===== src/rtl/fmc_mux_initiator.sv =====
// Host-side initiator for the synchronous multiplexed FMC AD bus, one command in flight.
// Define FMC_INITIATOR_TIMEOUT_EN to abort a command after TIMEOUT_CYCLES consecutive NWAIT-low clocks.
//
// state | meaning
// IDLE  | cmd_ready high, bus parked
// ADDR  | NE/NADV low, address on AD
// LAT   | latency padding between address phase and first data clock
// DATA  | one beat per clock with NWAIT high, held while NWAIT low
// END   | CS# held low for burst-end dummy clocks, rsp on the last one
// TURN  | CS# high turnaround before the next accept
module fmc_mux_initiator #(
   parameter int DATLAT    = 1,
   parameter int END_DUMMY = 2,
   parameter int BUSTURN   = 1
`ifdef FMC_INITIATOR_TIMEOUT_EN
   ,
   parameter int TIMEOUT_CYCLES = 256
`endif
) (
   input  logic        clk,
   input  logic        rst,
   input  logic        cmd_valid,
   output logic        cmd_ready,
   input  logic        cmd_write,
   input  logic        cmd_x64,
   input  logic [25:0] cmd_addr,
   input  logic [63:0] cmd_wdata,
   input  logic [7:0]  cmd_wstrb,
   output logic        rsp_valid,
   output logic [31:0] rsp_rdata,
   output logic        rsp_err,
   output logic        fmc_cs_n,
   output logic        fmc_nadv,
   output logic        fmc_noe,
   output logic        fmc_nwe,
   output logic [1:0]  fmc_nbl,
   output logic [9:0]  fmc_a_hi,
   output logic [15:0] fmc_ad_out,
   output logic        fmc_ad_oe,
   input  logic [15:0] fmc_ad_in,
   input  logic        fmc_nwait
);

   localparam logic [2:0] S_IDLE = 3'd0;
   localparam logic [2:0] S_ADDR = 3'd1;
   localparam logic [2:0] S_LAT  = 3'd2;
   localparam logic [2:0] S_DATA = 3'd3;
   localparam logic [2:0] S_END  = 3'd4;
   localparam logic [2:0] S_TURN = 3'd5;

   logic [2:0]  state, state_nxt;
   logic [7:0]  cnt, cnt_nxt;
   logic [1:0]  beat, beat_nxt, last_beat, lane;
   logic        accept;
   logic        write_q, write_n, x64_q, x64_n;
   logic [25:1] addr_q, addr_n;
   logic [63:0] wdata_q, wdata_n;
   logic [7:0]  wstrb_q, wstrb_n;
   logic [31:0] rdata_q, rdata_nxt;
   logic        cs_n_d, nadv_d, noe_d, nwe_d, ad_oe_d, rsp_valid_d;
   logic [1:0]  nbl_d;
   logic [9:0]  a_hi_d;
   logic [15:0] ad_out_d;
   logic [31:0] rsp_rdata_d;
   logic        unused_addr0;
`ifdef FMC_INITIATOR_TIMEOUT_EN
   logic [15:0] wait_cnt, wait_nxt;
   logic        err_q, err_nxt;
`endif

   // Byte address bit 0 has no pin on a 16-bit bus.
   assign unused_addr0 = cmd_addr[0];
   assign accept       = (state == S_IDLE) && cmd_valid && cmd_ready;
   assign last_beat    = (write_q && x64_q) ? 2'd3 : 2'd1;

   always_comb begin
      write_n = write_q;
      x64_n   = x64_q;
      addr_n  = addr_q;
      wdata_n = wdata_q;
      wstrb_n = wstrb_q;
      if (accept) begin
         write_n = cmd_write;
         x64_n   = cmd_x64;
         addr_n  = cmd_addr[25:1];
         wdata_n = cmd_wdata;
         wstrb_n = cmd_wstrb;
      end
   end

   always_comb begin
      state_nxt = state;
      cnt_nxt   = cnt;
      beat_nxt  = beat;
      rdata_nxt = rdata_q;
`ifdef FMC_INITIATOR_TIMEOUT_EN
      wait_nxt  = wait_cnt;
      err_nxt   = err_q;
`endif
      case (state)
         S_IDLE: begin
            if (accept) begin
               state_nxt = S_ADDR;
               beat_nxt  = 2'd0;
               rdata_nxt = '0;
`ifdef FMC_INITIATOR_TIMEOUT_EN
               wait_nxt  = '0;
               err_nxt   = 1'b0;
`endif
            end
         end
         S_ADDR: begin
            if (DATLAT > 1) begin
               state_nxt = S_LAT;
               cnt_nxt   = 8'(DATLAT - 2);
            end else begin
               state_nxt = S_DATA;
            end
         end
         S_LAT: begin
            if (cnt == '0) state_nxt = S_DATA;
            else           cnt_nxt   = cnt - 8'd1;
         end
         S_DATA: begin
            if (fmc_nwait) begin
               if (!write_q) begin
                  if (beat[0]) rdata_nxt[31:16] = fmc_ad_in;
                  else         rdata_nxt[15:0]  = fmc_ad_in;
               end
               if (beat == last_beat) begin
                  state_nxt = S_END;
                  cnt_nxt   = 8'(END_DUMMY - 1);
               end else begin
                  beat_nxt = beat + 2'd1;
               end
            end
         end
         S_END: begin
            if (cnt == '0) begin
               state_nxt = S_TURN;
               cnt_nxt   = 8'(BUSTURN - 1);
            end else begin
               cnt_nxt = cnt - 8'd1;
            end
         end
         S_TURN: begin
            if (cnt == '0) state_nxt = S_IDLE;
            else           cnt_nxt   = cnt - 8'd1;
         end
         default: state_nxt = S_IDLE;
      endcase
`ifdef FMC_INITIATOR_TIMEOUT_EN
      // A stalled target overrides whatever LAT/DATA decided above.
      if (state == S_LAT || state == S_DATA) begin
         if (fmc_nwait) begin
            wait_nxt = '0;
         end else begin
            wait_nxt = wait_cnt + 16'd1;
            if (wait_nxt == 16'(TIMEOUT_CYCLES)) begin
               state_nxt = S_END;
               cnt_nxt   = 8'(END_DUMMY - 1);
               rdata_nxt = '0;
               err_nxt   = 1'b1;
            end
         end
      end
`endif
   end

   // Pad values are decoded from the next state so every output leaves a flop.
   always_comb begin
      lane     = x64_n ? (beat_nxt ^ 2'b10) : beat_nxt;
      cs_n_d   = 1'b1;
      nadv_d   = 1'b1;
      noe_d    = 1'b1;
      nwe_d    = 1'b1;
      nbl_d    = 2'b11;
      ad_oe_d  = 1'b0;
      ad_out_d = '0;
      a_hi_d   = '0;
      case (state_nxt)
         S_ADDR: begin
            cs_n_d   = 1'b0;
            nadv_d   = 1'b0;
            nwe_d    = !write_n;
            nbl_d    = 2'b00;
            ad_oe_d  = 1'b1;
            ad_out_d = addr_n[16:1];
            a_hi_d   = {1'b0, addr_n[25:17]};
         end
         S_LAT, S_DATA: begin
            cs_n_d = 1'b0;
            nwe_d  = !write_n;
            a_hi_d = {1'b0, addr_n[25:17]};
            if (write_n) begin
               ad_oe_d = 1'b1;
               case (lane)
                  2'd0: begin ad_out_d = wdata_n[15:0];  nbl_d = ~wstrb_n[1:0]; end
                  2'd1: begin ad_out_d = wdata_n[31:16]; nbl_d = ~wstrb_n[3:2]; end
                  2'd2: begin ad_out_d = wdata_n[47:32]; nbl_d = ~wstrb_n[5:4]; end
                  2'd3: begin ad_out_d = wdata_n[63:48]; nbl_d = ~wstrb_n[7:6]; end
               endcase
            end else begin
               noe_d = 1'b0;
               nbl_d = 2'b00;
            end
         end
         S_END: begin
            cs_n_d = 1'b0;
            a_hi_d = {1'b0, addr_n[25:17]};
         end
         default: ;
      endcase
      rsp_valid_d = (state_nxt == S_END) && (cnt_nxt == '0);
      rsp_rdata_d = rsp_valid_d ? rdata_nxt : '0;
   end

   always_ff @(posedge clk) begin
      if (rst) begin
         state      <= S_IDLE;
         cnt        <= '0;
         beat       <= '0;
         write_q    <= 1'b0;
         x64_q      <= 1'b0;
         addr_q     <= '0;
         wdata_q    <= '0;
         wstrb_q    <= '0;
         rdata_q    <= '0;
         cmd_ready  <= 1'b1;
         rsp_valid  <= 1'b0;
         rsp_rdata  <= '0;
         fmc_cs_n   <= 1'b1;
         fmc_nadv   <= 1'b1;
         fmc_noe    <= 1'b1;
         fmc_nwe    <= 1'b1;
         fmc_nbl    <= 2'b11;
         fmc_a_hi   <= '0;
         fmc_ad_out <= '0;
         fmc_ad_oe  <= 1'b0;
      end else begin
         state      <= state_nxt;
         cnt        <= cnt_nxt;
         beat       <= beat_nxt;
         write_q    <= write_n;
         x64_q      <= x64_n;
         addr_q     <= addr_n;
         wdata_q    <= wdata_n;
         wstrb_q    <= wstrb_n;
         rdata_q    <= rdata_nxt;
         cmd_ready  <= (state_nxt == S_IDLE);
         rsp_valid  <= rsp_valid_d;
         rsp_rdata  <= rsp_rdata_d;
         fmc_cs_n   <= cs_n_d;
         fmc_nadv   <= nadv_d;
         fmc_noe    <= noe_d;
         fmc_nwe    <= nwe_d;
         fmc_nbl    <= nbl_d;
         fmc_a_hi   <= a_hi_d;
         fmc_ad_out <= ad_out_d;
         fmc_ad_oe  <= ad_oe_d;
      end
   end

`ifdef FMC_INITIATOR_TIMEOUT_EN
   always_ff @(posedge clk) begin
      if (rst) begin
         wait_cnt <= '0;
         err_q    <= 1'b0;
         rsp_err  <= 1'b0;
      end else begin
         wait_cnt <= wait_nxt;
         err_q    <= err_nxt;
         rsp_err  <= rsp_valid_d & err_nxt;
      end
   end
`else
   assign rsp_err = 1'b0;
`endif

endmodule


===== config.mk =====
export PLATFORM = sky130hd
export DESIGN_NAME = fmc_mux_initiator
export DESIGN_NICKNAME = d
export VERILOG_FILES = /design/src/rtl/fmc_mux_initiator.sv
export SDC_FILE = /design/constraint.sdc
export NUM_CORES = 1
export LEC_CHECK = 0
export ABC_CLOCK_PERIOD_IN_PS = 3100
export BUFFER_PORTS_ARGS = -buffer_cell sky130_fd_sc_hd__buf_4
export CORE_MARGIN = 3
export CORE_UTILIZATION = 53
export CTS_CLUSTER_SIZE = 14
export DETAILED_ROUTE_END_ITERATION = 10
export PLACE_DENSITY_LB_ADDON = 0.3
export SETUP_SLACK_MARGIN = 0.02
export SLEW_MARGIN = 20
export SYNTH_ARGS = -nofsm -noshare
export SYNTH_HDL_FRONTEND = slang
export SYNTH_SLANG_ARGS = --single-unit

===== constraint.sdc =====
create_clock -name clk -period 3.1 [get_ports clk]
set_input_delay 0.465 -clock clk [delete_from_list [all_inputs] [get_ports clk]]
set_output_delay 0.465 -clock clk [all_outputs]
set_load 0.01 [all_outputs]

==> results of run 1 <==
## layout by cell type, fill, tap and decap left out, types with 11 or more instances in the layout
master       n
and3_1      49
nand3_1     18
a211oi_1    20
nor2b_1     16
a21oi_1    124
nor3b_1     18
nor3_1      36
o311a_1     16
o21ai_0     25
clkbuf_16   17
nand2_1    172
o31ai_2     11
buf_4      201
nor2_1      68
dfxtp_1    194
## logic make-up (layout without fill, tap and decap cells)
logic type               Yosys count  count (layout)
AND/OR/NAND/NOR                  417             417
multiplexers                       4               4
adder cells (fa/ha/maj)            3               3
AO/OA/AOI/OAI                    225             225
other                              1               2
buffers and inverters             83             240
flip-flops                       194             194
## flip-flops by register name (all words and copies together), names as in the netlist, 2 cells and up
signal	flops
addr_q	9
beat	2
cnt	8
fmc_a_hi	9
fmc_ad_out	16
fmc_nbl	2
rdata_q	32
rsp_rdata	32
state	3
wdata_q	64
wstrb_q	8
## stage by stage
stage               area (sq um)  setup WS (ns)  instances  hold WS [ns]  power [mW]
floorplan                   7790          0.395        928         0.432        5.13
global placement            9250          0.347       1233         0.439        5.93
detailed placement          9250          0.229       1233         0.445        5.99
CTS                         9840          0.197       1265         0.248        8.18
global route                9850         0.0251       1265         0.248        8.66
finish                      9850          0.242       1265         0.260        8.18
## synth_stat cells, drive strengths merged, types with 3 or more instances
master / number
a211oi: 20
a21o: 3
a21oi: 125
a221oi: 3
a31oi: 4
and2: 3
and3: 49
buf: 20
clkbuf: 58
dfxtp: 194
ha: 3
inv: 5
nand2: 172
nand2b: 7
nand3: 18
nand3b: 3
nor2: 69
nor2b: 16
nor3: 38
nor3b: 18
o21ai: 25
o311a: 16
o31ai: 18
or2: 8
or3: 4
## per-layer routing
metal  GRT usage (%)  up-vias
met2            39.0      243
met4            5.87        2
met3            7.02       28
li1                -     3500
met5               0        -
met1            33.3     3287
## layout make-up
| class | count | area, sq um |
|---|---|---|
| sequential | 194 | 3880 |
| clock buffer | 18 | 429 |
| clock inverter | 14 | 161 |
| inverter | 5 | 18.8 |
| tap | 180 | 225 |
| multi-input combinational | 651 | 3580 |
| timing repair buffer | 203 | 1550 |
| fill | 1124 | 4300 |
## repair_timing
| action | in CTS | in global routing |
|---|---|---|
| setup endpoints to repair | 0 | 2 |
| resized for setup | 0 | 1 |
| hold endpoints to repair | 0 | 0 |
| hold buffers | 0 | 0 |
## critical path: stages (launching register included)
cell and delay, ns:
dfxtp_1 0.33, inv_1 0.15, ha_1 0.16, nor2b_1 0.15, and3_1 0.25, inv_1 0.09
ha_1 0.30, and2_1 0.12, o32ai_1 0.08, a211o_1 0.29, a221oi_1 0.23, nand4_1 0.13
buf_4 0.27, nor3_1 0.19
## where the power goes
group / switching (mW) / leakage [nW] / internal [mW]
registers: 0.206 / 1.58 / 2.83
clock network: 1.04 / 0.290 / 1.16
logic: 1.87 / 2.20 / 1.09
total: 3.11 / 4.07 / 5.08
## how the worst max path moves through the flow
stage,from,to,slack (ns),depth (start not counted)
final,cnt[0],rsp_rdata[28],0.24,13
after global routing,cnt[0],rsp_rdata[28],0.03,13
after CTS,cnt[3],rsp_rdata[28],0.20,11
after detailed placement,cnt[3],rsp_rdata[28],0.23,11
after global placement,cnt[3],rsp_rdata[31],0.35,11
after floorplan,cnt[0],rsp_rdata[22],0.40,13
==> impl_metrics.tcl, run 1 <==
set metrics [dict create \
    outcome "finished, final reports clean" \
    synth.top_cells.by_area "dfxtp_1 (50%), nand2_1 (8.3%), a21oi_1 (8.0%)" \
    path_clk_slew_ns 0.08 \
    tightest_slew_ns 0.924 \
    end_kind "register" \
    drive_gt1_share_pct 24.0 \
    wl_um 20700 \
    cts_root_buf "clkbuf_16" \
    hold_depth 3 \
    synth.mux.area_fraction_pct 0.835 \
    insertion_delay_ns 0.43 \
    synth_xor_area_share_pct 0 \
    cts_tree "built" \
    cap_violations 0 \
    grt.total_usage_pct 24.5 \
    place_congestion 0.922 \
    ant_nets 0 \
    tns_ns 0 \
    peakVddDrop_uv 571 \
    synthAdderAreaFrac_pct 0.482 \
    wl_met1_um 9200 \
    async_reset_ff_share_pct 0 \
    synth_top_area_share_pct 49.9 \
    grt_antenna_before_repair 1 \
    timing.rr.start "cnt[0]" \
    hold_start "cmd_addr[16]" \
    avgViaCountPerCell 5.58 \
    yosys.area_share.simple_pct 25.9 \
    dpl.hpwl_um 13400 \
    seq_area_frac_synth_pct 49.9 \
    finalSetupViolCount 0 \
    r2r_slack_ns 0.24 \
    power_leakage_nw 4.07 \
    timing.final.max_slew_violations 0 \
    rsz0062_at_grt "false" \
    crit_path_max_fanout 33 \
    synth_compound_area_share_pct 18.3 \
    min_period_over_period_pct 92.2 \
    synth_edf_count 0 \
    wl_met2_um 9640 \
    die_h_um 127 \
    min_period_ns 2.86 \
    dr.max_layer_used "met5" \
    drc 0 \
    drt_first_pass_iters 5 \
    synth_top_family_by_area "simple AND/OR/NAND/NOR gates" \
    rows 43 \
    cp_data_required_time_ns 3.44 \
    critical_path_arrival_ns 3.20 \
    synth_area_sq_um 7790 \
    ys_ff_latch 194 \
    cts.sinks 194 \
    synth_cells 927 \
    slew_headroom_pct 38.4 \
    n_antenna_cell 0 \
    power.density_nw_per_um2 831 \
    ys_types 56 \
    crit_path_start_kind "register" \
    drt_iter0_markers 563 \
    htreeDepth 4 \
    fmax_ghz 0.350 \
    hold_viol 0 \
    avgRoutedWirePerCell_um 16.4 \
    io_buffers 184 \
    gr-total-overflow 0 \
    cts_buffer_depth 2 \
    cts_setup_buffers 0 \
    path_class "register to register" \
    yosysWarnings 0 \
    start_util_pct 55.1 \
    grt_start_max_net_pins 131 \
    wl_met3_um 1590 \
    finalClockSkew_ns 0.0113 \
    r2r-end "rsp_rdata[28]" \
    synth.largest_area_cell "dfxtp_1" \
    cts_buffers 17 \
    grt_pass1_wl_um 32400 \
    holdPathEnd "fmc_ad_out[15]" \
    die_area_sq_um 16200 \
    area_delta_synth_final_pct 26.4 \
    num_io_pins 188 \
    rr_worst_depth 13 \
    synth.avg_cell_area_sq_um 8.40 \
    coreArea_sq_um 14100 \
    fp.dieW_um 127 \
    grt_pass1_vias 6459 \
    synth_flop_cell "dfxtp_1" \
    postLayoutCoreUtil_pct 69.6 \
    nNetsFinal 1195 \
    min_path_type "input pin to register" \
    vias 7060 \
]
Power figures use the tool's default switching activity.
==> run 2: changes to the inputs <==
CELL_PAD_IN_SITES_DETAIL_PLACEMENT = 1   (was not set)
CELL_PAD_IN_SITES_GLOBAL_PLACEMENT = 2   (was not set)
CORE_UTILIZATION = 31   (was 53)
SKIP_CTS_REPAIR_TIMING = 1   (was not set)
==> impl_metrics.tcl, run 2 (same netlist as run 1, synthesis figures left out) <==
set metrics [dict create \
    outcome "finished, final reports clean" \
    layout.cells.non_filler 1413 \
    rsz0062_at_grt "false" \
    min_path_type "input pin to register" \
    crit_path_top_delay_cell "dfxtp_1" \
    timing.final.max_slew_violations 0 \
    rr_worst_depth 13 \
    cts_tree "built" \
    finalSetupViolCount 0 \
    reg.largest.list "wdata_q x64, rdata_q x32, rsp_rdata x32" \
    path_class "register to register" \
    cts_buffers 17 \
    postLayoutCoreUtil_pct 41.4 \
    io_buffers 184 \
    p_int_mw 5.18 \
    worst_slack_ns 0.275 \
    hold_depth 3 \
    cts.sinks 194 \
    p_switching_mw 3.48 \
    clockPowerShare_pct 27.5 \
    area_delta_synth_final_pct 30.3 \
    start_util_pct 31.8 \
    cts_root_buf "clkbuf_16" \
    largest_register_ffs 64 \
    place_congestion 0.808 \
    insertion_delay_ns 0.45 \
    drc 0 \
    finalPower_mw 8.66 \
    coreArea_sq_um 24500 \
    r2r-end "rsp_rdata[3]" \
    holdWs_ns 0.245 \
    power_leakage_nw 4.12 \
    htreeDepth 4 \
    n_antenna_cell 0 \
    hold_start "cmd_addr[4]" \
    cts_buffer_depth 2 \
    cap_violations 0 \
    vias 7143 \
    rows 57 \
    drt_first_pass_iters 4 \
    holdPathEnd "fmc_ad_out[3]" \
    crit_path_start_kind "register" \
    tns_ns 0 \
    p_comb_share_pct 37.5 \
    avgRoutedWirePerCell_um 17.8 \
    drive_gt1_share_pct 24.6 \
    stdcell_area_sq_um 10200 \
    path_clk_slew_ns 0.08 \
    drt_iter0_markers 408 \
    wl_um 25200 \
    finalClockSkew_ns 0.0178 \
    die_area_sq_um 27100 \
    timing.rr.start "cnt[0]" \
    swShare_pct 40.2 \
    min_period_over_period_pct 91.1 \
    dp.cells 1381 \
    avgViaCountPerCell 5.06 \
    critical_path_arrival_ns 3.18 \
    layout_commonest_cell "buf_4" \
    final_cell_mix "buf_4 (203), dfxtp_1 (194), nand2_1 (172)" \
    dpl.hpwl_um 17200 \
    crit_path_max_fanout 33 \
    cp_data_required_time_ns 3.45 \
    grt_pass1_vias 7091 \
    die_h_um 165 \
    slew_headroom_pct 31.9 \
    grt.total_usage_pct 18.3 \
    grt_start_max_net_pins 107 \
    gr-total-overflow 0 \
    hold_viol 0 \
    ant_nets 0 \
    nNetsFinal 1199 \
    placed_cell_area_sq_um 9470 \
    dp_slack_ns 0.0834 \
    grt_antenna_before_repair 0 \
    top_register "wdata_q" \
    min_period_ns 2.82 \
    peakVddDrop_uv 696 \
    num_io_pins 188 \
    fmax_ghz 0.354 \
    path_cells "inv_1 > ha_1 > nor2b_1 > and3_2 > inv_1 > ha_1 > and2_1 > o32ai_1 > a211o_1 > a221oi_2 > nand4_1 > buf_12 > nor3_1" \
    end_kind "register" \
    p_seq_share_pct 35.1 \
    fp.dieW_um 165 \
    r2r_slack_ns 0.28 \
    grt_pass1_wl_um 39000 \
    tightest_slew_ns 1.02 \
    cp_top_family "simple AND/OR/NAND/NOR gates" \
    slowest_delay_ns 0.32 \
    power.density_nw_per_um2 853 \
    path_buf_inv 3 \
]
## run 2: cell count changes in the layout (fill, tap and decap cells not counted), sizes merged
cell	delta
clkbuf	-1
clkinv	+3
buf	+4
bufinv	-1
clkinvlp	-1
## run 2: layout make-up
type | instances | area, sq um
repair buffers | 207 | 1600
clock inverters | 15 | 223
flip-flops and latches | 194 | 3880
inverters | 5 | 18.8
fillers | 2965 | 14400
multi-input cells | 651 | 3590
clock buffers | 17 | 425
well taps | 324 | 405
## run 2: worst max-delay path by stage
stage / startpoint / endpoint / slack [ns] / cells after the start
CTS: cnt[3] / rsp_rdata[3] / 0.009 / 11
floorplan: cnt[0] / rsp_rdata[22] / 0.40 / 13
detailed placement: cnt[3] / rsp_rdata[31] / 0.08 / 11
global placement: cnt[3] / rsp_rdata[31] / 0.19 / 11
global route: cnt[0] / rsp_rdata[31] / 0.05 / 13
finish: cnt[0] / rsp_rdata[3] / 0.28 / 13
## run 2: metal layers
metal  global-route usage, %  part of all wire (%)  vias up
met5                       0                     0        -
met2                    29.1                    47      134
met3                    5.17                   5.8       10
met4                    3.47                  0.59        0
met1                    25.1                    47     3485
li1                        -                     -     3514
## run 2: power groups by stage
stage,combinational [mW],sequential (mW),clock [mW]
6_report,3.24,3.03,2.38
5_1_grt,3.63,3.08,2.55
2_1_floorplan,2.08,3.05,0
4_1_cts,3.25,3.03,2.45
3_3_place_gp,3.18,3.08,0
3_5_place_dp,3.23,3.09,0
## run 2: worst min-delay path: stages
cell,delay [ns]
buf_4,0.08
nand3_1,0.05
o31ai_1,0.06
==> run 3: changes to the inputs <==
ABC_AREA = 1   (was not set)
CORE_UTILIZATION = 30   (was 31)
==> impl_metrics.tcl, run 3 <==
set metrics [dict create \
    outcome "finished, final reports clean" \
    cp_common_cell "nor2_1" \
    placed_cell_area_sq_um 9850 \
    min_period_over_period_pct 79.2 \
    timing.final.max_slew_violations 0 \
    start_util_pct 31.0 \
    insertion_delay_ns 0.43 \
    die_area_sq_um 29400 \
    postLayoutCoreUtil_pct 39.4 \
    fp.dieW_um 171 \
    peakVddDrop_uv 312 \
    area_delta_synth_final_pct 27.1 \
    rsz0062_at_grt "false" \
    multi_input_area_sq_um 3500 \
    seq_area_frac_synth_pct 47.3 \
    tns_ns 0 \
    rows 59 \
    fmax_ghz 0.407 \
    ys_types 32 \
    grt_pass1_vias 7239 \
    num-fill-cells 3237 \
    slew_headroom_pct 46.8 \
    cp_top_family "buffers and inverters" \
    cts_buffer_depth 2 \
    seq_area_sq_um 3880 \
    io_buffers 184 \
    end_kind "register" \
    critical_path_arrival_ns 2.74 \
    synthTopCellsByCount "dfxtp_1 (194), nand2_1 (170), nor2_1 (145)" \
    yosysWarnings 0 \
    cts_tree "built" \
    drt_iter0_markers 334 \
    vias 7067 \
    num_io_pins 188 \
    slowest_delay_ns 0.62 \
    ant_nets 0 \
    ys_ff_latch 194 \
    drt_first_pass_iters 4 \
    cap_violations 0 \
    synth.avg_cell_area_sq_um 7.64 \
    largest_register_ffs 64 \
    drive_gt1_share_pct 27.0 \
    power.density_nw_per_um2 811 \
    grt_pass1_wl_um 38500 \
    nNetsFinal 1355 \
    die_h_um 171 \
    finalSetupViolCount 0 \
    synth.largest_area_cell "dfxtp_1" \
    n_antenna_cell 0 \
    synth_area_sq_um 8210 \
    grt.total_usage_pct 16.5 \
    min_path_type "input pin to register" \
    dpl.hpwl_um 17100 \
    cts_root_buf "clkbuf_16" \
    crit_path_top_delay_cell "buf_4" \
    htreeDepth 4 \
    reg.largest.list "wdata_q x64, rdata_q x32, rsp_rdata x32" \
    path_class "register to register" \
    yosysMostFrequentCell "dfxtp_1" \
    min_period_ns 2.46 \
    path_buf_inv 3 \
    synth.top_cells.by_area "dfxtp_1 (47%), nand2_1 (7.8%), nor2_1 (6.6%)" \
    crit_path_max_fanout 33 \
    cts.sinks 194 \
    wl_um 23900 \
    avgViaCountPerCell 4.47 \
    avgRoutedWirePerCell_um 15.1 \
    cts_buffers 17 \
    crit_path_start_kind "register" \
    holdWs_ns 0.285 \
    top_register "wdata_q" \
    synth_cells 1075 \
    power_leakage_nw 4.74 \
    tightest_slew_ns 0.798 \
    place_congestion 0.726 \
    gr-total-overflow 0 \
    path_cells "inv_1 > ha_1 > inv_1 > nor2_1 > nand2_2 > ha_1 > o21ai_0 > nor2_1 > nand2_1 > nor2_2 > nand3_4 > buf_4 > nor2_1" \
    hold_viol 0 \
    path_clk_slew_ns 0.08 \
    async_reset_ff_share_pct 0 \
    synth_edf_count 0 \
    final_cell_mix "dfxtp_1 (194), buf_4 (194), nand2_1 (169)" \
    coreArea_sq_um 26500 \
    synth_flop_cell "dfxtp_1" \
    grt_antenna_before_repair 0 \
    r2r_slack_ns 0.64 \
    grt_start_max_net_pins 83 \
    synth_top_area_share_pct 47.3 \
    stdcell_area_sq_um 10400 \
    cp_data_required_time_ns 3.39 \
    drc 0 \
    finalClockSkew_ns 0.0134 \
]
## run 3: layout make-up
class | instances | share of cell area [%]
Inverter | 148 | 5.35
Multi-Input combinational cell | 675 | 33.5
Sequential cell | 194 | 37.2
Clock inverter | 13 | 1.19
Clock buffer | 19 | 4.34
Timing Repair Buffer | 196 | 14.3
Tap cell | 335 | 4.02
## run 3: worst paths after layout
check | endpoint | cells after the start | start
worst max-delay path | rsp_rdata[1] | 13 | cnt[0]
worst min-delay path | fmc_ad_out[6] | 3 | cmd_addr[7]
worst max register to register | rsp_rdata[1] | 13 | cnt[0]
worst min register to register | wdata_q[24] | 2 | wdata_q[24]
## run 3: stage by stage
stage	std cells	power, mW	setup slack [ns]
2_1_floorplan	1076	5.39	1.22
3_3_place_gp	1548	6.37	0.665
3_5_place_dp	1548	6.43	0.610
4_1_cts	1580	8.63	0.591
5_1_grt	1580	9.17	0.394
6_report	1580	8.46	0.644
## run 3: routing by layer
metal | wire length [um] | GRT usage [%] | vias up
li1 | - | - | 3647
met1 | 11500 | 22.0 | 3283
met2 | 11000 | 27.1 | 123
met3 | 1180 | 3.91 | 14
met4 | 198 | 3.78 | 0
met5 | 0 | 0 | -
## run 3: kinds of logic after synthesis
kind of cell,Yosys count,share of synthesized area [%]
compound gates,151,10.6
simple gates,500,29.1
xor+xnor,4,0.427
fa+ha+maj,3,0.457
other cells,1,0.0457
mux,15,1.83
flops,194,47.3
buf+inv,207,10.3
## run 3: where the power goes
group | internal (mW) | total, mW | switching [mW]
sequential | 2.94 | 3.09 | 0.147
combinational | 1.22 | 3.21 | 1.99
clock | 1.10 | 2.16 | 1.06
total | 5.26 | 8.46 | 3.20
## run 3: worst register-to-register path, stage by stage, from the launching register on
cell and delay [ns]:
dfxtp_1 0.30, inv_1 0.13, ha_1 0.16, inv_1 0.04
nor2_1 0.11, nand2_2 0.11, ha_1 0.29, o21ai_0 0.16
nor2_1 0.09, nand2_1 0.07, nor2_2 0.05, nand3_4 0.07
buf_4 0.62, nor2_1 0.11
